`src/rtl/dimmer_pkg.sv`:
```
// Shared types and constants for the LED dimmer control block.
package dimmer_pkg;

  localparam int unsigned DEFAULT_CNT_W = 19;

  typedef enum logic {
    OFF = 1'b0,
    ON  = 1'b1
  } state_e;

  // Quadrature AB codes in clockwise order.
  localparam logic [1:0] AB_00 = 2'b00;
  localparam logic [1:0] AB_01 = 2'b01;
  localparam logic [1:0] AB_11 = 2'b11;
  localparam logic [1:0] AB_10 = 2'b10;

  // +1 for a CW quarter step, -1 for CCW, 0 for no change or a double-bit jump.
  function automatic logic signed [1:0] quad_step(input logic [1:0] prev, input logic [1:0] cur);
    case ({prev, cur})
      {AB_00, AB_01}, {AB_01, AB_11}, {AB_11, AB_10}, {AB_10, AB_00}: return 2'sd1;
      {AB_00, AB_10}, {AB_10, AB_11}, {AB_11, AB_01}, {AB_01, AB_00}: return -2'sd1;
      default: return 2'sd0;
    endcase
  endfunction

endpackage

```
`src/rtl/quad_decoder.sv`:
```
// Rotary encoder front end: 2-flop synchronizer, transition decode and detent sub-count.
module quad_decoder
  import dimmer_pkg::*;
(
  input  logic       clk,
  input  logic       rst,
  input  logic [1:0] ab,
  output logic       inc,
  output logic       dec
);

  logic [1:0]        sync1_q, sync2_q, prev_q;
  logic signed [2:0] sub_q, sub_d;
  logic              inc_q, inc_d, dec_q, dec_d;
  logic signed [1:0] step;

  always_comb begin
    step  = quad_step(prev_q, sync2_q);
    sub_d = sub_q;
    inc_d = 1'b0;
    dec_d = 1'b0;
    // A fourth quarter step in one direction completes a detent.
    if (step == 2'sd1) begin
      if (sub_q == 3'sd3) begin
        inc_d = 1'b1;
        sub_d = '0;
      end else begin
        sub_d = sub_q + 3'sd1;
      end
    end else if (step == -2'sd1) begin
      if (sub_q == -3'sd3) begin
        dec_d = 1'b1;
        sub_d = '0;
      end else begin
        sub_d = sub_q - 3'sd1;
      end
    end
  end

  always_ff @(posedge clk) begin
    if (rst) begin
      sync1_q <= '0;
      sync2_q <= '0;
      prev_q  <= '0;
      sub_q   <= '0;
      inc_q   <= 1'b0;
      dec_q   <= 1'b0;
    end else begin
      sync1_q <= ab;
      sync2_q <= sync1_q;
      prev_q  <= sync2_q;
      sub_q   <= sub_d;
      inc_q   <= inc_d;
      dec_q   <= dec_d;
    end
  end

  assign inc = inc_q;
  assign dec = dec_q;

endmodule

```
`src/rtl/dimmer_ctrl.sv`:
```
// LED dimmer control: button debounce, ON/OFF FSM, brightness level and duty output.
// Define DIMMER_FADE_EN to ramp duty toward the target instead of following it directly.
module dimmer_ctrl
  import dimmer_pkg::*;
#(
  parameter int unsigned CNT_W       = DEFAULT_CNT_W,
  parameter int unsigned MAX_DUTY    = 500000,
  parameter int unsigned DETENT_STEP = 25000,
  parameter int unsigned INIT_LEVEL  = 250000,
  parameter int unsigned DB_CYCLES   = 500000,
  parameter int unsigned FADE_DIV    = 250,
  parameter int unsigned FADE_STEP   = 1000
) (
  input  logic             clk,
  input  logic             rst,
  input  logic [1:0]       Encoder,
  input  logic             EncoderBoton,
  output logic [CNT_W-1:0] duty,
  output logic             on,
  output logic             busy
);

  localparam int unsigned DB_W = (DB_CYCLES > 1) ? $clog2(DB_CYCLES) : 1;
  localparam logic [CNT_W:0] MAX_W  = (CNT_W + 1)'(MAX_DUTY);
  localparam logic [CNT_W:0] STEP_W = (CNT_W + 1)'(DETENT_STEP);

  logic inc, dec;

  quad_decoder u_quad_decoder (
    .clk (clk),
    .rst (rst),
    .ab  (Encoder),
    .inc (inc),
    .dec (dec)
  );

  // Button conditioning
  logic            btn_s1_q, btn_s2_q, db_q, db_d, press_q, press_d;
  logic [DB_W-1:0] db_cnt_q, db_cnt_d;

  always_comb begin
    db_d     = db_q;
    db_cnt_d = '0;
    press_d  = 1'b0;
    if (btn_s2_q != db_q) begin
      if (db_cnt_q == DB_W'(DB_CYCLES - 1)) begin
        db_d    = btn_s2_q;
        press_d = db_q & ~btn_s2_q;
      end else begin
        db_cnt_d = db_cnt_q + DB_W'(1);
      end
    end
  end

  // Control FSM and level
  state_e           state_q, state_d;
  logic [CNT_W-1:0] level_q, level_d, target;
  logic [CNT_W:0]   lvl_up, lvl_dn;

  assign lvl_up = {1'b0, level_q} + STEP_W;
  assign lvl_dn = {1'b0, level_q} - STEP_W;

  always_comb begin
    state_d = state_q;
    level_d = level_q;
    unique case (state_q)
      OFF: begin
        if (press_q) begin
          state_d = ON;
          if (level_q == '0) level_d = CNT_W'(DETENT_STEP);
        end
      end
      ON: begin
        // A press in the same cycle as a detent drops the detent.
        if (press_q) begin
          state_d = OFF;
        end else if (inc) begin
          level_d = (lvl_up > MAX_W) ? CNT_W'(MAX_DUTY) : lvl_up[CNT_W-1:0];
        end else if (dec) begin
          level_d = ({1'b0, level_q} < STEP_W) ? '0 : lvl_dn[CNT_W-1:0];
        end
      end
      default: ;
    endcase
  end

  assign target = (state_q == ON) ? level_q : '0;

  // Duty output
  logic [CNT_W-1:0] duty_q, duty_d;

`ifdef DIMMER_FADE_EN
  localparam int unsigned FD_W = (FADE_DIV > 1) ? $clog2(FADE_DIV) : 1;
  localparam logic [CNT_W-1:0] FSTEP_W = CNT_W'(FADE_STEP);

  logic [FD_W-1:0] div_q, div_d;
  logic            fade_tick;

  assign fade_tick = (div_q == FD_W'(FADE_DIV - 1));

  always_comb begin
    div_d  = fade_tick ? '0 : div_q + FD_W'(1);
    duty_d = duty_q;
    if (fade_tick) begin
      if (duty_q < target) begin
        duty_d = ((target - duty_q) > FSTEP_W) ? duty_q + FSTEP_W : target;
      end else if (duty_q > target) begin
        duty_d = ((duty_q - target) > FSTEP_W) ? duty_q - FSTEP_W : target;
      end
    end
  end

  always_ff @(posedge clk) begin
    if (rst) div_q <= '0;
    else     div_q <= div_d;
  end

  assign busy = (duty_q != target);
`else
  logic unused_fade_cfg;

  assign unused_fade_cfg = ^{32'(FADE_DIV), 32'(FADE_STEP)};
  assign duty_d          = target;
  assign busy            = 1'b0;
`endif

  always_ff @(posedge clk) begin
    if (rst) begin
      btn_s1_q <= 1'b1;
      btn_s2_q <= 1'b1;
      db_q     <= 1'b1;
      db_cnt_q <= '0;
      press_q  <= 1'b0;
      state_q  <= OFF;
      level_q  <= CNT_W'(INIT_LEVEL);
      duty_q   <= '0;
    end else begin
      btn_s1_q <= EncoderBoton;
      btn_s2_q <= btn_s1_q;
      db_q     <= db_d;
      db_cnt_q <= db_cnt_d;
      press_q  <= press_d;
      state_q  <= state_d;
      level_q  <= level_d;
      duty_q   <= duty_d;
    end
  end

  assign duty = duty_q;
  assign on   = (state_q == ON);

endmodule

```
`config.mk`:
```
export PLATFORM = sky130hd
export DESIGN_NAME = dimmer_ctrl
export DESIGN_NICKNAME = d
export VERILOG_FILES = /design/src/rtl/dimmer_pkg.sv /design/src/rtl/quad_decoder.sv /design/src/rtl/dimmer_ctrl.sv
export SDC_FILE = /design/constraint.sdc
export NUM_CORES = 1
export LEC_CHECK = 0
export CAP_MARGIN = 20
export CORE_MARGIN = 2
export CORE_UTILIZATION = 40
export CTS_CLUSTER_DIAMETER = 30
export DETAILED_ROUTE_END_ITERATION = 12
export DONT_BUFFER_PORTS = 1
export GPL_TIMING_DRIVEN = 0
export PLACE_DENSITY_LB_ADDON = 0.15
export SLEW_MARGIN = 15
export SYNTH_ARGS = -nofsm -noshare
export SYNTH_HDL_FRONTEND = slang
export SYNTH_SLANG_ARGS = --single-unit
```
`constraint.sdc`:
```
create_clock -name clk -period 3.9 [get_ports clk]
set_input_delay 0.585 -clock clk [delete_from_list [all_inputs] [get_ports clk]]
set_output_delay 0.585 -clock clk [all_outputs]
set_load 0.01 [all_outputs]
```
# Word level (Yosys, flattened, before mapping)
# Memories as Yosys holds them, arrays and structs flattened. A register that Yosys moved wholly into a read port is not among the register bits.
# Cells that the tools add are included.
# Widths: inputs -> output; s select.
# classes
n_bitwise,7
muxes,18
add_sub_neg,5
n_eq_ne,10
n_reduce_logical,9
order_cmp,2
# op_table
op,n
$mux 19,7
$pmux 19 s2,1
$add 19x15->20 const B,1
$gt 20x19->1 const B,1
$add 19x1->19 const B,1
$eq 19x19->1 const B,1
$logic_not 19->1,1
$lt 19x15->1 const B,1
$sub 19x15->19 const B,1
$mux 3,4
$reduce_or 3->1,3
$eq 3x3->1 const B,2
$ne 2x2->1 const B,3
$not 1->1,6
$mux 1,4
$mux 4,1
$reduce_and 4->1,1
$reduce_or 2->1,2
$add 3x2->3 const B,1
$ne 3x1->1 const B,1
$sub 3x2->3 const B,1
$eq 2x1->1 const B,1
$eq 2x2->1 const B,1
$pmux 1 s2,1
other kinds (4),4
# totals
mem_count,1
wordCells,65
mem_bits_ro,32
reg_bits,71
output_inout_bits,21
inputBits,5
# mem_list
name,words,width,rd,rd_clocked_by_memory_dff,wr,line_no,source
(name not given),16,2,1,1,0,dimmer_pkg.sv:19,"case ({prev, cur})"

# Longest topological paths before layout
# Gate-level depths: netlist of run 1.
# depth
ltp_word,6
depth_mapped,10

# Modules after synthesis
# Synthesis of run 1 repeated with hierarchy kept, for this count alone.
# unflattened
cells_unflattened,464
area_unflattened_um2,3788.6
# modules_own_cells
mod,cells_each,seq_area_each_um2,area_each_um2,n_inst
dimmer_ctrl,410,1121.1,3283.1,1
quad_decoder,54,220.2,505.5,1

# Worst setup path before layout of run 1
# Ideal clock, no wire load.
# synth_path
path_kind,register -> register
from,reg level_q[3]
to,reg level_q[3]
path_buffers,1
setup_slack_ns,1.174
stages_incl_launch_ff,11
period_less_slack_ns,2.726
arrival_time_ns,2.640
setup_ns,0.086
cell_sequence,dfxtp_1 > ha_1 > clkbuf_2 > o21ai_2 > a211oi_1 > nand2b_1 > or4_4 > nor4b_4 > a211oi_2 > or3_1 > a221oi_2
# synth_via
elab_chain_cells,6
# synth_lines
element,line_no,source
from (decl),dimmer_ctrl.sv:57,"logic [CNT_W-1:0] level_q, level_d, target;"
from (signal assigned),dimmer_ctrl.sv:135,level_q <= CNT_W'(INIT_LEVEL);
from (signal assigned),dimmer_ctrl.sv:144,level_q <= level_d;
"$add 19x15->20, or another cell as far along",dimmer_ctrl.sv:60,"assign lvl_up = {1'b0, level_q} + STEP_W;"
$gt 20x19->1 or $mux 19 (tied branches),"dimmer_ctrl.sv:78, dimmer_ctrl.sv:80",
$mux 19 (on tied branches),"dimmer_ctrl.sv:78, dimmer_ctrl.sv:79",
$mux 19,dimmer_ctrl.sv:77,end else if (inc) begin
$mux 19,dimmer_ctrl.sv:75,if (press_q) begin
$pmux 19 s2,dimmer_ctrl.sv:66,unique case (state_q)
# Parallel ways exist; a longest one is shown, timed or not. The select of a mux whose other input is x is not followed.
# A chain may end at the register's enable or synchronous reset.

# Worst setup path after layout of run 1
# layout_path
from,reg level_q[3]
to,reg level_q[5]
# Same word-level chain as after synthesis.

==> results of run 1 <==
## flip-flops by register name, indices dropped and copies added (netlist names), 2 cells and up
name,cells
db_cnt_q,19
u_quad_decoder.step,2
level_q,16
u_quad_decoder.sub_q,3
u_quad_decoder.sync2_q,2
u_quad_decoder.sync1_q,2
duty,16
## cells in the mapped netlist, types with 2 or more instances
cell type   n  share of area, %
nand3_1    20               2.7
nand3b_1    2              0.41
o21a_1      4              0.81
clkbuf_1   16               1.6
a31oi_1     5              0.85
and3_1      9               1.5
xor2_1     12               2.9
o211ai_1    5               1.0
o21ai_0    23               3.1
or2_2       5              0.85
o22ai_1     2              0.34
a211oi_1    8               1.6
buf_2       6              0.81
buf_4       4              0.81
inv_1      17               1.7
a311oi_1    2              0.48
nand2_1    37               3.8
nor3_1     14               1.9
a221oi_1    4              0.95
or3_1       7               1.2
o31ai_1     3              0.61
and2_1     17               2.9
a21o_1      2              0.41
mux2i_1     2              0.54
nor2b_1     8               1.4
xnor2_1    15               3.6
dfxtp_1    67                36
nand4_1     6               1.0
nor4b_1     4              0.95
ha_1       13               4.4
nand2b_1    6               1.0
nor2_1     62               6.3
a211o_1     4              0.95
a21oi_1    14               1.9
a22oi_1     2              0.41
nor3b_1     2              0.41
## report_power, final
group	switching (uW)	total [uW]	internal (uW)	leakage, uW
sequential	7.41	700	693	0.000542
clock	291	527	236	0.0000795
combinational	37.1	62.2	25.2	0.000883
## per-layer routing
metal | track usage, % | vias to the layer above | wire, microns
met5 | 0 | - | 0
met4 | 6.01 | 0 | 146
met3 | 4.46 | 12 | 424
met2 | 31.6 | 89 | 4330
met1 | 24.5 | 1487 | 4130
li1 | - | 1612 | -
## path summary, 6_finish.rpt
path                                start                       to  cells past startpoint
setup / recovery  level_q[3]$_SDFFE_PP0P_  level_q[5]$_SDFFE_PP0P_                     10
hold / removal               EncoderBoton      btn_s1_q$_SDFF_PP1_                      1
setup reg to reg  level_q[3]$_SDFFE_PP0P_  level_q[5]$_SDFFE_PP0P_                     10
hold reg to reg       btn_s1_q$_SDFF_PP1_      btn_s2_q$_SDFF_PP1_                      1
## placed cells by master (no fill, tap or decap), drive strengths merged, types with 4 or more instances in the layout
cell type,instances
dfxtp,67
nor2,62
nand2,37
clkbuf,27
o21ai,24
nand3,20
inv,19
and2,17
xnor2,15
a21oi,14
nor3,14
ha,13
xor2,12
buf,11
and3,9
a211oi,9
nor2b,8
or3,7
nand4,7
nand2b,6
a31oi,5
o211ai,5
or2,5
nor4b,5
a221oi,5
a211o,5
o21a,4
conb,4
## logic make-up (layout without fill, tap and decap cells)
group	after synthesis	after routing
AOI/OAI and AO/OA	94	94
muxes	3	3
adders and majority gates	13	13
xor gates and xnor gates	27	27
other	1	4
DFF	67	67
and+or+nand+nor	205	205
buffers and inverters	45	61
## final cells by class
cell class / instances / share of cell area, %
Clock buffer: 10 / 3.18
Inverter: 17 / 1.59
Tap cell: 111 / 3.46
Multi-Input combinational cell: 346 / 53.9
Sequential cell: 67 / 33.4
Clock inverter: 6 / 1.22
Buffer: 28 / 3.21
## metrics by stage
step	total power (uW)	instances	util (%)
floorplan	765	458	-
global placement	777	569	42.1
detailed placement	779	569	42.1
CTS	1310	585	44.0
global route	1350	585	44.0
finish	1290	585	44.0
==> reports/results.txt, run 1 <==
area share of fa/ha/maj cells after synthesis: 4.41%
crit share post-route: 85.8%
maximum clock rate: 299 MHz
area of the multi-input gates: 2160 sq um
post-cts resize count: 0
Area after DPL: 3830 sq um
reg2reg setup slack: 0.55 ns
Initial DRT Pass Iterations: 5
IO Count: 26
worst vdd ir: 0.226 mV
Hold Crit Class: primary input to register
EDFF count, synth: 0
CP max stage delay: 0.61 ns
Worst Clk Skew: 0.00826 ns
vias per cell: 5.47
xor and xnor area share after synthesis: 6.42%
main flop type after synthesis: dfxtp_1
Die Y: 100 microns
root buffer cell: clkbuf_8
WL final: 9040 microns
crit start category: register
RSZ-0062 raised after global routing: no
drt wl/cell: 15.4 microns
actual slew at the worst max-slew pin: 0.780 ns
Finished Cell Area: 4010 sq um
TritonCTS Sinks: 67
sequential cell area: 1340 sq um
Setup WS post-layout: 0.555 ns
asr flop ratio synth: 0%
RD Place Congestion: 0.900
Hold-fix buffers, CTS: 0
arrival time at the worst endpoint: 3.59 ns
vias in the first global route: 2991
Mapped Cells: 455
Post-DRT Antenna Nets: 0
Post-Route Setup TNS: 0 ns
Seq/Total Area, Yosys: 36.4%
Row Count: 35
Simple-Gate Fraction of Synth Area: 28.8%
CP top delay family: compound AO/OA/AOI/OAI gates
Avg Inst Size Synth: 8.10 sq um
largest family of logic cells by synthesized area: simple AND/OR/NAND/NOR gates
Slew Limit Fails: 0
cts bufs inserted: 9
global route total overflow: 0
Slew HR: 47.5%
Final Setup Violations: 0
layout cell share with drive strength beyond 1: 8.65%
Buf/Inv on CP: 1
status: complete, no violations
global-route wire length before repair: 14900 microns
Pwr Density: 321 nW/um^2
slowest CP cell: a211oi_2
Period minus WS final: 3.35 ns
CTS tree: done
Reg clk slew, reported paths: 0.08 ns
PortBufs: 0
total number of vias: 3200
Synth Register Bits: 67
Worst Setup Path Type: register to register
Core ar.: 9110 sq um
Static Leak: 0.00150 uW
CTS H-tree depth: 3
largest net degree at the start of global routing: 14
antenna violations before repair: 0
HPWL after DPL: 6510 microns
dpl ws: 0.565 ns
Tot GR Track Use: 19.0%
Post-Syn Area: 3680 sq um
# diodes: 0
Max-Cap Viols: 0
starting density of the core: 40.5%
worst-path fanout max: 9
Clock Tree Buf Depth: 2
CP cell instances: ha_1 > clkbuf_2 > o21ai_2 > and2_1 > nand4_1 > a31oi_1 > o21ai_0 > a211oi_2 > nor2_1 > a221oi_1
worst path required time: 4.15 ns
kind of end point of the critical path: register
Yosys cell types: 62
post-synthesis compound-gate area fraction: 17.8%
Clock Latency Late Sink: 0.35 ns
Hold Vio Cnt, Final: 0
Die Wd: 100 microns
number of post-CTS setup repair buffers: 0
Layout area overhead: 8.86%
mux cell area share after synthesis: 0.849%
DRC viols: 0
nets: 487
DR iter-0 viols: 149
fill count: 963
die area: 10000 sq um
final hold slack: 0.334 ns
synth warn: 0
Power figures use the tool's default switching activity.
==> inputs of run 2 (changes only) <==
Settings changed: SETUP_SLACK_MARGIN set to 0.3.
==> run 2 against run 1 <==
Count of clock-buffer cells in the layout is the same. Critical endpoint unchanged. Register-to-register slack better by 0.05 ns. Critical path depth did not move. Clock power is essentially flat. Final area up 0.19%. First-iteration DRC count rose by 39%. Global-route usage unchanged. Utilization grew 0.082 points. Via count is 0.56% higher.
==> reports/results.txt, run 2 (synthesized netlist as in run 1, its figures left out) <==
layout cell share with drive strength beyond 1: 8.65%
HPWL after DPL: 6510 microns
Initial DRT Pass Iterations: 5
PortBufs: 0
cts bufs inserted: 9
Die Y: 100 microns
die area: 10000 sq um
reg2reg end: level_q[5]$_SDFFE_PP0P_
Reg clk slew, reported paths: 0.08 ns
Core ar.: 9110 sq um
Period minus WS final: 3.29 ns
Pwr Total: 1290 uW
commonest cells after routing, fill and taps aside: dfxtp_1, nor2_1, nand2_1, o21ai_0, nand3_1
Clock Tree Buf Depth: 2
CP startpoint: level_q[3]$_SDFFE_PP0P_
worst vdd ir: 0.227 mV
Clock Latency Late Sink: 0.35 ns
fin util: 44.1%
nets: 487
crit share post-route: 84.5%
Worst Clk Skew: 0.00808 ns
Tot GR Track Use: 19.0%
largest net degree at the start of global routing: 14
cells on worst reg2reg path: 10
hold worst-path end: btn_s1_q$_SDFF_PP1_
IO Count: 26
Slew HR: 46.9%
Worst Hold Depth: 1
Largest register FFs: 19
area of the multi-input gates: 2170 sq um
drt wl/cell: 15.5 microns
global-route wire length before repair: 14900 microns
CP max stage delay: 0.50 ns
met3 usage: 4.46%
arrival time at the worst endpoint: 3.54 ns
starting density of the core: 40.5%
Biggest register: db_cnt_q
Row Count: 35
vias per cell: 5.50
actual slew at the worst max-slew pin: 0.789 ns
Post-DRT Antenna Nets: 0
Static Leak: 0.00150 uW
fill count: 963
TritonCTS Sinks: 67
worst path required time: 4.15 ns
crit start category: register
Final Setup Violations: 0
# diodes: 0
RD Place Congestion: 0.900
maximum clock rate: 304 MHz
Slew Limit Fails: 0
DR iter-0 viols: 207
DRC viols: 0
CTS tree: done
Hold Crit Class: primary input to register
RSZ-0062 raised after global routing: no
antenna violations before repair: 0
kind of end point of the critical path: register
Layout area overhead: 9.07%
met1 GRT Util: 24.5%
status: complete, no violations
Hold Vio Cnt, Final: 0
CP cell instances: ha_1 > clkbuf_2 > o21ai_2 > and2_1 > nand4_1 > a31oi_1 > o21ai_0 > a211oi_4 > nor2_1 > a221oi_1
Max-Cap Viols: 0
sequential cell area: 1340 sq um
r2r startpoint: level_q[3]$_SDFFE_PP0P_
global route total overflow: 0
slowest CP cell: a211oi_4
worst-path fanout max: 9
vias in the first global route: 2991
Worst Hold Launch: EncoderBoton
CTS H-tree depth: 3
WL final: 9080 microns
number of post-CTS setup repair buffers: 0
total number of vias: 3218
reg2reg setup slack: 0.61 ns
grt peak-use layer: met2
most common cell after layout, fill and taps aside: dfxtp_1
Pwr Density: 321 nW/um^2
Post-Route Setup TNS: 0 ns
Worst Setup Path Type: register to register
Die Wd: 100 microns
met2 usage: 31.6%
root buffer cell: clkbuf_8
-- run 2: stage by stage --
step / hold WS [ns] / instances / area (sq um) / setup WS, ns
floorplan: 0.389 / 458 / 3700 / 1.17
global placement: 0.393 / 569 / 3830 / 0.536
detailed placement: 0.399 / 569 / 3830 / 0.565
CTS: 0.315 / 585 / 4010 / 0.553
global route: 0.325 / 585 / 4020 / 0.382
finish: 0.335 / 585 / 4020 / 0.606
-- run 2: layout make-up --
cell class	instances	share of cell area [%]
Inverter	17	1.59
Buffer	28	3.21
Clock inverter	6	1.21
Multi-Input combinational cell	346	54.0
Sequential cell	67	33.4
Clock buffer	10	3.18
Tap cell	111	3.46
-- run 2: critical path, delay by kind of cell (launching register included) --
| family | cells | cell delay, ns |
|---|---|---|
| flops | 1 | 0.41 |
| compound gates | 5 | 1.75 |
| simple gates | 3 | 0.63 |
| fa+ha+maj | 1 | 0.23 |
| buf+inv | 1 | 0.16 |
-- run 2: repair_timing --
action	in CTS	in global routing
setup endpoints to repair	0	2
resized for setup	0	1
hold buffers	0	0
-- run 2: routing by layer --
| metal | wire length (microns) | up-vias | part of all wire, % |
|---|---|---|---|
| met3 | 425 | 10 | 4.7 |
| met4 | 129 | 0 | 1.4 |
| li1 | - | 1608 | - |
| met2 | 4380 | 100 | 48 |
| met5 | 0 | - | 0 |
| met1 | 4140 | 1500 | 46 |
-- run 2: how the worst max path moves through the flow --
stage | end | slack (ns) | cells after the start
2_1_floorplan | level_q[3]$_SDFFE_PP0P_ | 1.17 | 10
3_3_place_gp | level_q[5]$_SDFFE_PP0P_ | 0.54 | 10
3_5_place_dp | level_q[5]$_SDFFE_PP0P_ | 0.56 | 10
4_1_cts | level_q[5]$_SDFFE_PP0P_ | 0.55 | 10
5_1_grt | level_q[5]$_SDFFE_PP0P_ | 0.38 | 10
6_report | level_q[5]$_SDFFE_PP0P_ | 0.61 | 10
-- run 2: report_power, final --
part	internal, uW	switching [uW]	total, uW
Clock	236	293	529
Sequential	693	7.43	700
Combinational	25.2	36.9	62.1
